--- src/rtl/sc_stream_decoder.sv ---
// Stochastic-to-binary decoder: counts ones over a window of 2**N qualified bits.
// Define SC_BIPOLAR_EN for bipolar output (2*ones - LEN, N+2 bits, two's complement).
module sc_stream_decoder #(
  parameter int N = 2,
`ifdef SC_BIPOLAR_EN
  localparam int OW = N + 2
`else
  localparam int OW = N + 1
`endif
) (
  input  logic          clock,
  input  logic          reset,
  input  logic          start,
  input  logic          bit_in,
  input  logic          bit_valid,
  output logic [OW-1:0] out,
  output logic          out_valid,
  output logic          busy
);

  localparam int LEN = 2 ** N;
  localparam logic [N:0] LAST = (N+1)'(LEN - 1);

  typedef enum logic {IDLE = 1'b0, ACCUM = 1'b1} state_t;

  state_t       state, state_nxt;
  logic [N:0]   acc;
  logic [N:0]   idx;
  logic [N:0]   acc_sum;
  logic         done;

`ifdef SC_BIPOLAR_EN
  function automatic logic signed [OW-1:0] encode(input logic [N:0] cnt);
    logic signed [OW-1:0] dbl;
    dbl = {cnt, 1'b0};
    return dbl - OW'(LEN);
  endfunction
`else
  function automatic logic [OW-1:0] encode(input logic [N:0] cnt);
    return cnt;
  endfunction
`endif

  always_ff @(posedge clock) begin
    if (reset) state <= IDLE;
    else       state <= state_nxt;
  end

  // start has priority over completion; a one-bit window closes on its start cycle
  always_comb begin
    state_nxt = state;
    if (start)
      state_nxt = (bit_valid && LEN == 1) ? IDLE : ACCUM;
    else if (state == ACCUM && bit_valid && idx == LAST)
      state_nxt = IDLE;
  end

  always_comb begin
    busy = (state == ACCUM);
    done = 1'b0;
    if (bit_valid) begin
      if (start) done = (LEN == 1);
      else       done = (state == ACCUM) && (idx == LAST);
    end
  end

  assign acc_sum = (start ? '0 : acc) + (N+1)'(bit_in);

  always_ff @(posedge clock) begin
    if (reset) begin
      acc       <= '0;
      idx       <= '0;
      out       <= '0;
      out_valid <= 1'b0;
    end else begin
      out_valid <= done;
      if (done)
        out <= encode(acc_sum);
      if (start) begin
        acc <= (N+1)'(bit_valid & bit_in);
        idx <= (N+1)'(bit_valid);
      end else if (state == ACCUM && bit_valid && !done) begin
        acc <= acc_sum;
        idx <= idx + (N+1)'(1);
      end
    end
  end

endmodule

--- config.mk ---
export PLATFORM = sky130hd
export DESIGN_NAME = sc_stream_decoder
export DESIGN_NICKNAME = d
export VERILOG_FILES = /design/src/rtl/sc_stream_decoder.sv
export SDC_FILE = /design/constraint.sdc
export NUM_CORES = 1
export LEC_CHECK = 0
export ABC_AREA = 1
export BUFFER_PORTS_ARGS = -buffer_cell sky130_fd_sc_hd__buf_4
export CORE_AREA = 2 2 39 41
export DETAILED_ROUTE_END_ITERATION = 7
export DIE_AREA = 0 0 41 43
export GPL_TIMING_DRIVEN = 0
export PLACE_DENSITY = 0.72
export SLEW_MARGIN = 30
export SYNTH_ARGS = -nofsm -noshare
export SYNTH_HDL_FRONTEND = slang
export SYNTH_SLANG_ARGS = --single-unit
--- constraint.sdc ---
create_clock -name clock -period 1.5 [get_ports clock]
set_input_delay 0.075 -clock clock [delete_from_list [all_inputs] [get_ports clock]]
set_output_delay 0.075 -clock clock [all_outputs]
set_load 0.01 [all_outputs]
==> metrics.md, run 1 <==
| Metric | Value |
|---|---|
| Crit Reg-Reg Endpoint | acc[1] |
| Launch instance of the worst register-to-register path | idx[0] |
| Reg2Reg Depth | 6 |
| Seq/Total Area, Yosys | 0.3761 |
| CP Capture Point | acc[1] |
| Utilization after layout | 0.5000 |
| Adder-cell share of the synthesized area | 0.08547 |
| Largest net degree at the start of global routing | 11 |
| Post-cts gate resize count | 0 |
| Drt wl/cell | 10.02 um |
| Post-Syn Area | 585.6 um2 |
| Largest family of logic cells by synthesized area | simple AND/OR/NAND/NOR gates |
| #FFs+latches synth | 11 |
| Setup ws final | 0.1782 ns |
| Synth Instances | 75 |
| Share of layout cells above drive strength 1 | 0.2414 |
| Unrepaired setup endpoints after global routing | no |
| Crit Path Max Fanout | 6 |
| Avg Cell Area, Syn | 7.807 um2 |
| CP delay by family, top | adder cells |
| IO buf count | 8 |
| Die X-Extent | 41 um |
| # nets final | 97 |
| Core area | ~1400 um2 |
| Detail Route Antenna Nets | 0 |
| Ant. Diodes | 0 |
| Vias | 491 |
| Clock-pin slew on the worst setup and hold paths | 0.07 ns |
| Syn-to-layout area delta | 18.16% |
| Slew @ Worst Pin | 0.2586 ns |
| Outcome | finished clean |
| Worst Path Arrival | 1.48 ns |
| Dpl hpwl | 820.4 um |
| DRT iter0 DRCs | 7 |
| Peak VDD IR | between 400 and 500 uV |
| Initial antenna violation count | 0 |
| Finished Cell Area | between 600 and 700 um2 |
| Die area | ~1800 um2 |
| Final Skew | between 0.0015 and 0.002 ns |
| RePlAce Congestion | 0.7378 |
| Crit path kind | reg -> reg |
| Power Density | 832.0 nW/um2 |
| Final period utilization | 0.8812 |
| Setup crit start | idx[0] |
| Clock Tree Buf Depth | 2 |
| Synth cell types | 20 |
| Worst-Skew Late Latency | 0.26 ns |
| Syn Nets | 84 |
| Post-Synth Simple-Gate Area | 0.3590 |
| Critical path startpoint category | flip-flop |
| Fin Hold WS | 0.03367 ns |
| First-pass GRT wire length | between 1500 and 2000 um |
| P_leak | ~0.34 nW |
| Root Driver | clkbuf_4 |
| DRC | 0 |
| Placed cell area | 665.6 um2 |
| Vias per cell | 4.767 |
| Setup bufs post-CTS | 0 |
| Crit path cell chain | ha_1 > ha_1 > nand2_8 > nand2_4 > o21ai_0 > nor2_1 |
| Worst hold path class | in -> reg |
| CP max stage cell | dfxtp_1 |
| CP bufs+invs | 0 |
| Delay of the slowest cell on the worst path | roughly 0.32 ns |
| Req. time, crit path | 1.66 ns |
| Post-synthesis mux area share | 0 |
| CTS Hold Buffers Added | 0 |
| Initial Util | 0.4231 |
| Crit end category | flip-flop |
| Min cycle time layout | 1.322 ns |
| Relative slew slack | 0.8276 |
| Endpoints failing setup | 0 |
| Most frequent CP cell | ha_1 |
| Vias in the first global route | about 430 |
| Final count of pins violating max slew | 0 |
| Flop2flop setup slack | 0.18 ns |
| WL final | 1032 um |
| Stages on worst setup path | 6 |
| Total track usage | 0.1453 |
| 1st-pass router iterations | 4 |
| Total CTS buffers | 3 |
| FP Rows | 14 |
| Max-Cap Viols | 0 |
| Synth warn | 0 |
| Final hold violations | 0 |
| Compound-Gate Fraction of Synth Area | 0.08120 |
| Max frequency | 756.5 MHz |
| TritonCTS clock tree | yes |
| I/O pins | 10 |
| # clock sinks | 11 |
| Setup_tns | 0 ns |
| Die height | 43 um |
| H-tree levels | 1 |
| Post-Synth XOR/XNOR Area | 0 |
| Setup WS pre-CTS | 0.1927 ns |
| Grt total ovfl | 0 |
worst register-to-register path: stages, from the launching register on:
cell and delay [ns]:
dfxtp_1 0.32, ha_1 0.20, ha_1 0.27, nand2_8 0.13, nand2_4 0.08, o21ai_0 0.16
nor2_1 0.06
power breakdown:
group / switching [W] / internal (W)
logic: 0.0000436 / 0.0000291
registers: 0.00000501 / 0.000300
clock network: 0.0000948 / 0.000103
total: 0.000143 / 0.000432
worst min-delay path by stage:
stage | end | cells past startpoint | from | slack [ns]
2_1_floorplan | acc[0] | 1 | reset | 0.14
3_5_place_dp | acc[0] | 2 | reset | 0.31
4_1_cts | acc[0] | 2 | reset | 0.03
3_3_place_gp | acc[0] | 2 | reset | 0.31
5_1_grt | idx[0] | 2 | reset | 0.03
6_report | idx[0] | 2 | reset | 0.03
per-stage QoR:
| stage | total power (W) | instances |
|---|---|---|
| detailed placement | 0.0003854 | 99 |
| CTS | 0.0005858 | 103 |
| global placement | 0.0003842 | 99 |
| finish | 0.0005757 | 103 |
| global route | 0.0006093 | 103 |
| floorplan | 0.0003621 | 75 |
cell usage after synthesis:
cell type / n / area, um2
a21oi_1: 3 / 15.01
buf_6: 1 / 11.26
clkinv_2: 1 / 5.000
dfxtp_1: 11 / 220.2
ha_1: 4 / 50.05
inv_1: 7 / 26.28
inv_2: 1 / 3.750
inv_8: 1 / 11.26
nand2_1: 18 / 67.56
nand2_2: 2 / 12.51
nand2_4: 1 / 11.26
nand2_8: 1 / 20.02
nand3_1: 5 / 25.02
nor2_1: 10 / 37.54
nor2_4: 1 / 11.26
nor2_8: 1 / 20.02
nor3_1: 1 / 5.000
o21a_1: 1 / 7.510
o21ai_0: 3 / 15.01
o21ai_1: 2 / 10.01
placed cells by master, fill, tap and decap left out:
master / n
nor2_8: 1
nand2_1: 18
o21ai_0: 3
nand3_1: 5
clkbuf_1: 1
buf_4: 8
inv_1: 7
a21oi_1: 3
nand2_2: 2
clkbuf_4: 3
o21ai_1: 2
o21a_1: 1
inv_2: 1
dfxtp_1: 11
clkinv_2: 1
nor2_4: 1
buf_6: 1
nor3_1: 1
ha_1: 4
nand2_4: 1
inv_8: 1
nor2_1: 10
nand2_8: 1
cell families after synthesis:
family          after synthesis
flops                        11
buf+inv                      11
fa+ha+maj                     4
simple gates                 40
compound gates                9
layout make-up:
class                   count  area [um2]
clock buffers               4       26.28
inverters                  10       46.29
plain buffers               1       11.26
fillers                   142       691.9
well taps                  16       20.02
multi-input cells          53       307.8
repair buffers              8       60.06
flip-flops and latches     11       220.2
per-layer routing:
layer,vias up,part of all wire,global-route usage
met4,0,0,0.1000
met3,0,0.031,0.03141
met5,-,0,0
met1,222,0.45,0.1863
met2,10,0.51,0.2063
li1,259,-,-
flip-flops by register name (all words and copies together), names as in the netlist:
signal	cells
busy	1
out	3
idx	3
out_valid	1
acc	3
(Power assumes the default switching activity.)
==> run 2, diff against run 1 <==
- PLACE_DENSITY: 0.72 -> 0.74
- clock period: 1.5 -> 1.2 ns (I/O delays scaled with it)
==> metrics.md, run 2 (same netlist as run 1, synthesis figures left out) <==
| Metric | Value |
|---|---|
| RePlAce Congestion | 0.7328 (-0.68%) |
| Syn-to-layout area delta | 42.52% |
| # clock sinks | 11 (unchanged) |
| P_leak | 0.3606 nW (+6.1%) |
| Final hold violations | 0 (unchanged) |
| Core area | 1384 um2 (unchanged) |
| Reg2Reg Depth | 5 (-1) |
| Relative slew slack | 0.8316 (+0.004016) |
| Unrepaired setup endpoints after global routing | yes |
| Crit end category | flip-flop |
| Final period utilization | 1.015 (+0.1342) |
| I/O pins | 10 (unchanged) |
| Share of layout cells above drive strength 1 | 0.4944 (+0.2530) |
| Worst-Skew Late Latency | 0.28 ns (+0.02 ns) |
| Total track usage | 0.1625 (+0.01715) |
| Top flop regs | acc (3), idx (3), out (3) |
| Initial Util | 0.4231 (unchanged) |
| Root Driver | clkbuf_4 |
| Launch instance of the worst register-to-register path | idx[0] |
| TritonCTS clock tree | yes |
| DRC | 0 (unchanged) |
| Grt total ovfl | 0 (unchanged) |
| Die area | 1763 um2 (unchanged) |
| Max frequency | 820.7 MHz (+8.5%) |
| CP max stage cell | dfxtp_4 |
| 1st-pass router iterations | 6 (+2) |
| First-pass GRT wire length | 1925 um (+11%) |
| Placed cells | 99 (unchanged) |
| Clock Tree Buf Depth | 2 (unchanged) |
| Most frequent cells in the layout | nand2_1 (13), buf_4 (9), dfxtp_1 (8) |
| Crit Path Max Fanout | 3 (-3) |
| Min cycle time layout | 1.218 ns (-0.1033 ns) |
| Peak VDD IR | 506.5 uV (+19%) |
| Detail Route Antenna Nets | 0 (unchanged) |
| Most frequent CP cell | ha_4 |
| H-tree levels | 1 (unchanged) |
| Critical path startpoint category | flip-flop |
| Die height | 43 um (unchanged) |
| Filler cells | 109 (-23%) |
| Vias per cell | 5.095 (+6.9%) |
| Met2 Wirelength | 693 um (+31%) |
| Req. time, crit path | 1.42 ns (-0.24 ns) |
| WL final | 1266 um (+23%) |
| Clock-pin slew on the worst setup and hold paths | 0.08 ns (about the same) |
| Dpl hpwl | 832.6 um (+1.5%) |
| Outcome | finished with violations |
| Total Power | 0.0007893 W (+37%) |
| Worst Path Arrival | 1.44 ns (-0.04 ns) |
| Die X-Extent | 41 um (unchanged) |
| FP Rows | 14 (unchanged) |
| Final count of pins violating max slew | 0 (unchanged) |
| Setup crit start | idx[0] |
| # nets final | 99 (+2.1%) |
| IO buf count | 8 (unchanged) |
| Worst hold path class | in -> reg |
| CP Capture Point | acc[2] |
| Drt wl/cell | 12.06 um (+20%) |
| Delay of the slowest cell on the worst path | 0.37 ns (+0.05 ns) |
| Top layer in use | met4 |
| Vias in the first global route | 511 (+18%) |
| Slew @ Worst Pin | 0.2516 ns (-0.006954 ns) |
| Met3 WL | 36 um (+13%) |
| Flop2flop setup slack | -0.02 ns (-0.20 ns) |
| Total CTS buffers | 3 (unchanged) |
| Finished Layout Cells | 105 (+1.9%) |
| DRT iter0 DRCs | 9 (+2) |
| Vias | 535 (+9.0%) |
| WL met1 | 501 um (+7.1%) |
| Ant. Diodes | 0 (unchanged) |
| Power Density | 945.8 nW/um2 (+14%) |
| Violated checks | negative setup slack |
| Initial antenna violation count | 0 (unchanged) |
| Crit Reg-Reg Endpoint | acc[2] |
| Endpoints failing setup | 1 (+1) |
| Crit path cell chain | ha_4 > ha_4 > nor3_1 > nand2_1 > a21oi_1 |
| Largest net degree at the start of global routing | 11 (unchanged) |
| Setup ws final | -0.01847 ns (-0.1967 ns) |
| Hold path depth | 2 (unchanged) |
| Final Skew | 0.008565 ns (+0.006656 ns) |
| Most common cell after layout, fill and taps aside | nand2_1 |
| Crit path kind | reg -> reg |
| Max-Cap Viols | 0 (unchanged) |
-- run 2: cell count changes in the layout (fill, tap and decap cells not counted), sizes merged --
cell and delta:
buf +1, clkinv -1, dlygate4sd3 +1, inv +1
-- run 2: critical path: cells and delay by family, from the launching register on --
family,cells,cell delay [ns]
DFF,1,0.37
adders and majority gates,2,0.34
and+or+nand+nor,2,0.32
AOI/OAI and AO/OA,1,0.13
-- run 2: how the worst min path moves through the flow --
stage / start / end / slack [ns]
finish: start / busy / 0.07
floorplan: reset / acc[0] / 0.13
global route: start / busy / 0.09
detailed placement: reset / acc[0] / 0.29
CTS: start / busy / 0.06
global placement: reset / acc[0] / 0.29
-- run 2: power breakdown --
group	switching (W)	leakage [nW]	internal, W	total, W
Combinational	0.0000762	0.255	0.0000559	0.000132
Sequential	0.00000911	0.0910	0.000376	0.000385
Clock	0.000143	0.0150	0.000129	0.000272
Total	0.000229	0.361	0.000561	0.000789
-- run 2: what timing repair did --
| action | CTS | global route |
|---|---|---|
| resized for setup | 9 | 25 |
| hold buffers | 1 | 0 |
| setup buffers | 1 | 0 |
| gates cloned | 0 | 0 |
| pin swaps | 3 | 9 |
| endpoints found under the setup margin | 9 | 9 |
| endpoints found under the hold margin | 3 | 0 |
-- run 2: per-stage QoR --
stage / utilization / instance area [um2] / hold slack, ns / setup TNS, ns / worst slack (ns)
global route: 0.6031 / 834.6 / 0.09128 / -0.3134 / -0.06568
CTS: 0.5362 / 742.0 / 0.05836 / -0.009143 / -0.009143
global placement: 0.4828 / 668.1 / 0.2897 / -0.09376 / -0.05708
detailed placement: 0.4828 / 668.1 / 0.2880 / -0.1858 / -0.05326
finish: 0.6031 / 834.6 / 0.07316 / -0.01847 / -0.01847
floorplan: - / 588.1 / 0.1291 / 0 / 0.01907
-- run 2: layout make-up --
class / instances / area, um2 / share of cell area
tap: 16 / 20.02 / 0.02399
inverter: 10 / 52.55 / 0.06297
clock buffer: 4 / 26.28 / 0.03148
buffer: 1 / 11.26 / 0.01349
sequential: 11 / 226.5 / 0.2714
timing repair buffer: 10 / 77.57 / 0.09295
multi-input combinational: 53 / 420.4 / 0.5037
-- run 2: metal layers --
layer,vias to the layer above,track usage
li1,269,-
met1,245,0.1699
met2,16,0.2844
met3,5,0.01571
met4,0,0.1000
met5,-,0
